**config.mk**
```make
export PLATFORM = sky130hd
export DESIGN_NAME = card_draw_data_path
export DESIGN_NICKNAME = d
export VERILOG_FILES = /design/src/rtl/seed_random_pkg.sv /design/src/rtl/card_lfsr.sv /design/src/rtl/card_draw_data_path.sv
export SDC_FILE = /design/constraint.sdc
export NUM_CORES = 1
export LEC_CHECK = 0
export ABC_AREA = 1
export CORE_UTILIZATION = 40
export DETAILED_ROUTE_END_ITERATION = 12
export GPL_ROUTABILITY_DRIVEN = 0
export PLACE_DENSITY_LB_ADDON = 0.12
export SYNTH_ARGS = -nofsm -noshare
export SYNTH_HDL_FRONTEND = slang
export SYNTH_SLANG_ARGS = --single-unit
export TNS_END_PERCENT = 50
```
**constraint.sdc**
```tcl
create_clock -name clk_dp_i -period 2.1 [get_ports clk_dp_i]
set_input_delay 0.42 -clock clk_dp_i [delete_from_list [all_inputs] [get_ports clk_dp_i]]
set_output_delay 0.42 -clock clk_dp_i [all_outputs]
set_load 0.05 [all_outputs]
```
**src/rtl/seed_random_pkg.sv**
```systemverilog
// rtl/seed_random_pkg.sv - shared constants, FSM encodings and card mapping helpers
//
// Purpose : definitions shared by the seed_random control path and the
//           card draw datapath (state encodings, deck geometry, LFSR taps,
//           draw FSM states, rank/points mapping).
// Ports   : none (package).
package seed_random_pkg;

  // Control-path state encoding, as seen on card_draw_data_path.state_i
  localparam logic IDLE_ST = 1'b0;
  localparam logic SEND_ST = 1'b1;

  localparam int DECK_SIZE = 52;
  localparam int RANKS     = 13;

  // x^16 + x^14 + x^13 + x^11 + 1 -> register bits 15, 13, 12, 10
  localparam logic [15:0] LFSR_TAPS = 16'hB400;

  typedef logic [1:0] fsm_t;
  localparam fsm_t FSM_IDLE  = 2'd0;
  localparam fsm_t FSM_PICK  = 2'd1;
  localparam fsm_t FSM_PROBE = 2'd2;
  localparam fsm_t FSM_DONE  = 2'd3;

  // rank 1..13 = (idx mod 13) + 1, idx limited to 0..51
  function automatic logic [3:0] card_rank(input logic [5:0] idx);
    logic [5:0] r;
    r = idx;
    if (r >= 6'(3 * RANKS))      r = r - 6'(3 * RANKS);
    else if (r >= 6'(2 * RANKS)) r = r - 6'(2 * RANKS);
    else if (r >= 6'(RANKS))     r = r - 6'(RANKS);
    return r[3:0] + 4'd1;
  endfunction

  // ace counts 11, face cards 10, others their rank
  function automatic logic [3:0] card_points(input logic [3:0] rank);
    if (rank == 4'd1)       return 4'd11;
    else if (rank > 4'd10)  return 4'd10;
    else                    return rank;
  endfunction

endpackage

```
**src/rtl/card_lfsr.sv**
```systemverilog
// rtl/card_lfsr.sv - free-running 16-bit Fibonacci LFSR with zero guard
//
// Purpose : pseudo-random source for card selection; advances every cycle.
//           Optional macro SEED_LOAD_EN adds a synchronous seed load.
// Ports   : clk_dp_i    in  clock, rising edge
//           rst_dp_i    in  asynchronous active-low reset (loads SEED, 0 -> 1)
//           seed_i      in  seed value           (SEED_LOAD_EN only)
//           seed_load_i in  load seed this cycle (SEED_LOAD_EN only)
//           lfsr_o      out current LFSR value
module card_lfsr
  import seed_random_pkg::*;
#(
  parameter int                LFSR_W = 16,
  parameter logic [LFSR_W-1:0] SEED   = 16'hACE1
) (
  input  logic              clk_dp_i,
  input  logic              rst_dp_i,
`ifdef SEED_LOAD_EN
  input  logic [LFSR_W-1:0] seed_i,
  input  logic              seed_load_i,
`endif
  output logic [LFSR_W-1:0] lfsr_o
);

  // an all-zero state would lock the LFSR, so zero seeds become 1
  localparam logic [LFSR_W-1:0] RESET_VAL = (SEED == '0) ? LFSR_W'(1) : SEED;

  logic [LFSR_W-1:0] lfsr_q;
  logic              feedback;

  assign feedback = ^(lfsr_q & LFSR_W'(LFSR_TAPS));

  always_ff @(posedge clk_dp_i or negedge rst_dp_i) begin
    if (!rst_dp_i) begin
      lfsr_q <= RESET_VAL;
`ifdef SEED_LOAD_EN
    end else if (seed_load_i) begin
      lfsr_q <= (seed_i == '0) ? LFSR_W'(1) : seed_i;
`endif
    end else begin
      lfsr_q <= {lfsr_q[LFSR_W-2:0], feedback};
    end
  end

  assign lfsr_o = lfsr_q;

endmodule

```
**src/rtl/card_draw_data_path.sv**
```systemverilog
// rtl/card_draw_data_path.sv - draws one undealt card per IDLE->SEND transition
//
// Purpose : edge-detects the control-path state, picks a card from the LFSR
//           with linear probing over a 52-bit dealt mask, reports index,
//           rank and blackjack points with a one-cycle valid pulse.
//           Optional macro SEED_LOAD_EN adds seed_i / seed_load_i.
// Ports   : clk_dp_i      in  clock, rising edge
//           rst_dp_i      in  asynchronous active-low reset
//           state_i       in  control-path state (0=IDLE, 1=SEND)
//           shuffle_i     in  clear dealt mask, abort any draw
//           seed_i        in  LFSR seed           (SEED_LOAD_EN only)
//           seed_load_i   in  load seed this cycle (SEED_LOAD_EN only)
//           card_idx_o    out dealt card index 0..51
//           card_rank_o   out rank 1..13
//           card_points_o out blackjack points
//           card_valid_o  out one-cycle pulse, card outputs valid
//           busy_o        out draw in progress (PICK/PROBE)
//           cards_left_o  out undealt card count
//           deck_empty_o  out no cards left
module card_draw_data_path
  import seed_random_pkg::*;
#(
  parameter int                LFSR_W = 16,
  parameter logic [LFSR_W-1:0] SEED   = 16'hACE1
) (
  input  logic              clk_dp_i,
  input  logic              rst_dp_i,
  input  logic              state_i,
  input  logic              shuffle_i,
`ifdef SEED_LOAD_EN
  input  logic [LFSR_W-1:0] seed_i,
  input  logic              seed_load_i,
`endif
  output logic [5:0]        card_idx_o,
  output logic [3:0]        card_rank_o,
  output logic [3:0]        card_points_o,
  output logic              card_valid_o,
  output logic              busy_o,
  output logic [5:0]        cards_left_o,
  output logic              deck_empty_o
);

  logic [LFSR_W-1:0]    lfsr;
  logic                 lfsr_unused;
  logic                 state_q;
  fsm_t                 fsm_q;
  logic [5:0]           cand_q;
  logic [DECK_SIZE-1:0] mask_q;
  logic [5:0]           left_q;
  logic [5:0]           idx_q;
  logic [3:0]           rank_q;
  logic [3:0]           points_q;
  logic                 valid_q;
  logic [5:0]           raw;
  logic [5:0]           first_cand;
  logic                 start;

  card_lfsr #(
    .LFSR_W (LFSR_W),
    .SEED   (SEED)
  ) u_lfsr (
    .clk_dp_i    (clk_dp_i),
    .rst_dp_i    (rst_dp_i),
`ifdef SEED_LOAD_EN
    .seed_i      (seed_i),
    .seed_load_i (seed_load_i),
`endif
    .lfsr_o      (lfsr)
  );

  // only the low six bits pick a card; the rest just keep the sequence long
  assign lfsr_unused = ^lfsr[LFSR_W-1:6];

  assign raw        = lfsr[5:0];
  assign first_cand = (raw >= 6'(DECK_SIZE)) ? raw - 6'(DECK_SIZE) : raw;

  assign deck_empty_o = (left_q == 6'd0);

  // edges outside IDLE are dropped, not queued
  assign start = (state_i == SEND_ST) && (state_q == IDLE_ST) &&
                 (fsm_q == FSM_IDLE) && !deck_empty_o && !shuffle_i;

  always_ff @(posedge clk_dp_i or negedge rst_dp_i) begin
    if (!rst_dp_i) begin
      state_q  <= IDLE_ST;
      fsm_q    <= FSM_IDLE;
      cand_q   <= 6'd0;
      mask_q   <= '0;
      left_q   <= 6'(DECK_SIZE);
      idx_q    <= 6'd0;
      rank_q   <= 4'd0;
      points_q <= 4'd0;
      valid_q  <= 1'b0;
    end else begin
      state_q <= state_i;
      valid_q <= 1'b0;
      case (fsm_q)
        FSM_IDLE: begin
          if (start) begin
            cand_q <= first_cand;
            fsm_q  <= FSM_PICK;
          end
        end
        FSM_PICK, FSM_PROBE: begin
          // terminates: a draw only starts with at least one free card
          if (!mask_q[cand_q]) begin
            fsm_q <= FSM_DONE;
          end else begin
            cand_q <= (cand_q == 6'(DECK_SIZE - 1)) ? 6'd0 : cand_q + 6'd1;
            fsm_q  <= FSM_PROBE;
          end
        end
        FSM_DONE: begin
          mask_q[cand_q] <= 1'b1;
          left_q         <= left_q - 6'd1;
          idx_q          <= cand_q;
          rank_q         <= card_rank(cand_q);
          points_q       <= card_points(card_rank(cand_q));
          valid_q        <= 1'b1;
          fsm_q          <= FSM_IDLE;
        end
        default: fsm_q <= FSM_IDLE;
      endcase
      // shuffle overrides mask/count/FSM but leaves a DONE-cycle pulse intact
      if (shuffle_i) begin
        mask_q <= '0;
        left_q <= 6'(DECK_SIZE);
        fsm_q  <= FSM_IDLE;
      end
    end
  end

  assign card_idx_o    = idx_q;
  assign card_rank_o   = rank_q;
  assign card_points_o = points_q;
  assign card_valid_o  = valid_q;
  assign busy_o        = (fsm_q == FSM_PICK) || (fsm_q == FSM_PROBE);
  assign cards_left_o  = left_q;

endmodule

```
==> impl_results.md, run 1 <==
* Status: finished, violations left
* Failing checks: negative setup slack
* Starting Density at 0.409
* Flops & latches, synth at 98
* Synthesized instance count at approximately 620
* HP Start: u_lfsr.lfsr_o[9]
* Final Util at 0.516
* Worst vdd ir at 0.000505 V
* Pre-antenna DRT Iters at 4
* Largest net degree at the start of global routing at 55
* R2R depth at 22
* Achievable frequency at 473 MHz
* Mapped Avg Cell Area at 7.99 µm²
* Post-synth ARST share at 1.00
* Ys flop type: dfrtp_1
* Arrival time worst endpoint at roughly 2400 ps
* Post-synth top area share at 0.443
* Reg2reg setup slack at -10 ps
* Port Buffers at 26
* Share of cells above drive strength 1 at 0.208
* Final min period at around 2100 ps
* Core ar. at 12000 µm²
* Final WL at 12300 µm
* Per-cell routed wire length at 14.6 µm
* Crit path cell chain: buf_12, inv_8, ha_4, inv_2, nand2_2, nand2_2, nand2_4, nand2_2, nand2_2, nand2_2, nand2_2, nand2_2, inv_2, ha_4, inv_2, nand3_2, nand2_2, nor2_4, nand2_2, nand2_1, nand2_1, nand2_1
* Post-synth EDFFs at 0
* RR Startpoint: cand_q[1]
* Final net count at between 700 and 800
* Fin. Hold Viols at 0
* LEAKAGE at 3.03 nW
* Worst Hold End: u_lfsr.lfsr_o[10]
* Final Cycle Share at 1.01
* CTS sink count at 98
* P per Cell Area at 1130 nW/µm²
* DP HPWL at approximately 8700 µm
* Area contributors post-synth: dfrtp_1 44%, nand2_1 10%, nor2_1 9.0%
* Final Total Pwr at between 0.007 and 0.008 W
* Mapped Nets at 635
* Area delta synth->final at 26.0%
* Rel. slew slack at 0.634
* RSZ-0062 raised after global routing: true
* Final setup fails at 2
* Gr ovfl total at 0
* Slew Limit Fails at 0
* Hold Crit Class: register to register
* Clock latency on the worst-skew pair at 350 ps
* Vias per cell at 5.02
* Root Buffer: clkbuf_16
* GRT Resource Usage Total at 0.208
* Critical Path Slowest Stage Cell: dfrtp_1
* Chip Height at approximately 110 µm
* Antenna diodes at 0
* DIE WIDTH at 113 µm
* Final worst slack at -14.5 ps
* Register area share after synthesis at 0.502
* DRT iter0 DRCs at 173
* Die area at 12700 µm²
* WS Path Type: register to register
* CTS max path bufs at 2
* Area leader, netlist: dfrtp_1
* Required time worst endpoint at 2350 ps
* CP max stage delay at 400 ps
* Max-Cap Viols at 0
* Number of global-route vias before repair at between 4000 and 5000
* FP Rows at 40
* Final Skew at 8.22 ps
* Vias at 4214
* Mapped Area at 4920 µm²
* Htree depth at 3
* Cts bufs inserted at 9
* CP startpoint kind: register
* Initial antenna violation count at 0
* Total number of yosys warnings at 0
* CP endpoint kind: register
* Cell repeated most along the worst path: nand2_2
* CTS tree: done
* First-pass GRT wire length at around 20000 µm
* Hold Crit Depth at 0
* Reg clk slew, reported paths at ~70 ps
* IO Pins at 27
* Synth cell count leaders: 134 x nand2_1, 118 x nor2_1, 87 x dfrtp_1
* Slew at the pin closest to its max-slew limit at 546 ps
* Worst reg2reg endpoint: card_points_o[0]
* Count leader, synth: nand2_1
* DRC violations left at 0
* Distinct cell type count after synthesis at 33
* Critical Path Fanout Max at 4
* Routed Antenna Nets at 0
## cell usage in the layout (no fill, tap or decap), types with 12 or more instances in the layout
cell	count
dfrtp_1	86
clkdlybuf4s50_1	19
nor2_1	117
a21oi_1	58
inv_1	41
ha_1	12
nand2_2	18
o21ai_0	31
nand2_1	121
buf_4	51
nand3_1	22
inv_2	14
## worst max path at each step
stage / from / endpoint / slack (ps) / cells after the start
6_report: cand_q[1] / card_points_o[0] / -10 / 22
5_1_grt: cand_q[1] / card_points_o[1] / -170 / 22
4_1_cts: cand_q[1] / card_points_o[1] / -0.03 / 21
3_5_place_dp: cand_q[1] / card_points_o[1] / -80 / 22
3_3_place_gp: cand_q[1] / card_points_o[0] / -60 / 22
2_1_floorplan: cand_q[0] / card_points_o[0] / 5 / 22
## where the power goes
part           total, W  switching, W  internal (W)
combinational   0.00305       0.00191       0.00114
clock           0.00182      0.000708       0.00111
sequential      0.00216      0.000110       0.00205
## per-layer routing
| layer | vias to the layer above | routed length, µm | GRT usage |
|---|---|---|---|
| met5 | - | 0 | 0 |
| met4 | 0 | 229 | 0.0939 |
| met3 | 15 | 464 | 0.0273 |
| met2 | 76 | 5700 | 0.335 |
| met1 | 2011 | 5880 | 0.283 |
| li1 | 2112 | - | - |
## what timing repair did
item | CTS | global route
hold buffers | 1 | 0
endpoints found under the hold margin | 9 | 0
endpoints found under the setup margin | 7 | 14
setup buffers | 4 | 3
resized for setup | 20 | 22
pin swaps | 16 | 19
## worst max-delay path, delay by kind of cell, from the launching register on
family / cells / cell delay, ps
and+or+nand+nor: 15 / 1010
DFF: 1 / 400
adders and majority gates: 2 / 300
buffers and inverters: 5 / 330
## cell type report
type / count / area, µm²
clock buffer: 12 / 256
clock inverter: 4 / 73.8
fill: 1145 / 5820
inverter: 58 / 228
multi-input combinational: 438 / 2240
sequential: 98 / 2470
tap: 147 / 184
timing repair buffer: 83 / 739
## through the flow
| stage | area [µm²] | setup TNS [ps] | std cells | hold WS (ps) | setup WS [ps] |
|---|---|---|---|---|---|
| 2_1_floorplan | 4970 | 0 | 615 | 124 | 4.66 |
| 3_3_place_gp | 5690 | -139 | 816 | 282 | -60.6 |
| 3_5_place_dp | 5690 | -184 | 816 | 283 | -75.1 |
| 4_1_cts | 6100 | -0.0289 | 837 | 356 | -0.0289 |
| 5_1_grt | 6190 | -1250 | 840 | 358 | -167 |
| 6_report | 6190 | -22.9 | 840 | 352 | -14.5 |
## state kept, by name, indices dropped and copies added, names as in the netlist
name and count:
card_rank_o 4, card_idx_o 6, mask_q 52, u_lfsr.lfsr_o 16, card_points_o 4, card_valid_o 1, fsm_q 2, cards_left_o 6
state_q 1, cand_q 6
## logic make-up after synthesis
| logic type | Yosys count | share of synthesized area |
|---|---|---|
| simple gates | 297 | 0.248 |
| xor+xnor | 8 | 0.0143 |
| fa+ha+maj | 16 | 0.0407 |
| buf+inv | 79 | 0.0685 |
| flops | 98 | 0.502 |
| compound gates | 117 | 0.126 |
Power figures use the tool's default switching activity.
==> run 2: changes to the inputs <==
CAP_MARGIN = 20   (was unset)
==> results of run 2 <==
No change in the layout: final DEF, timing and power equal those of run 1.
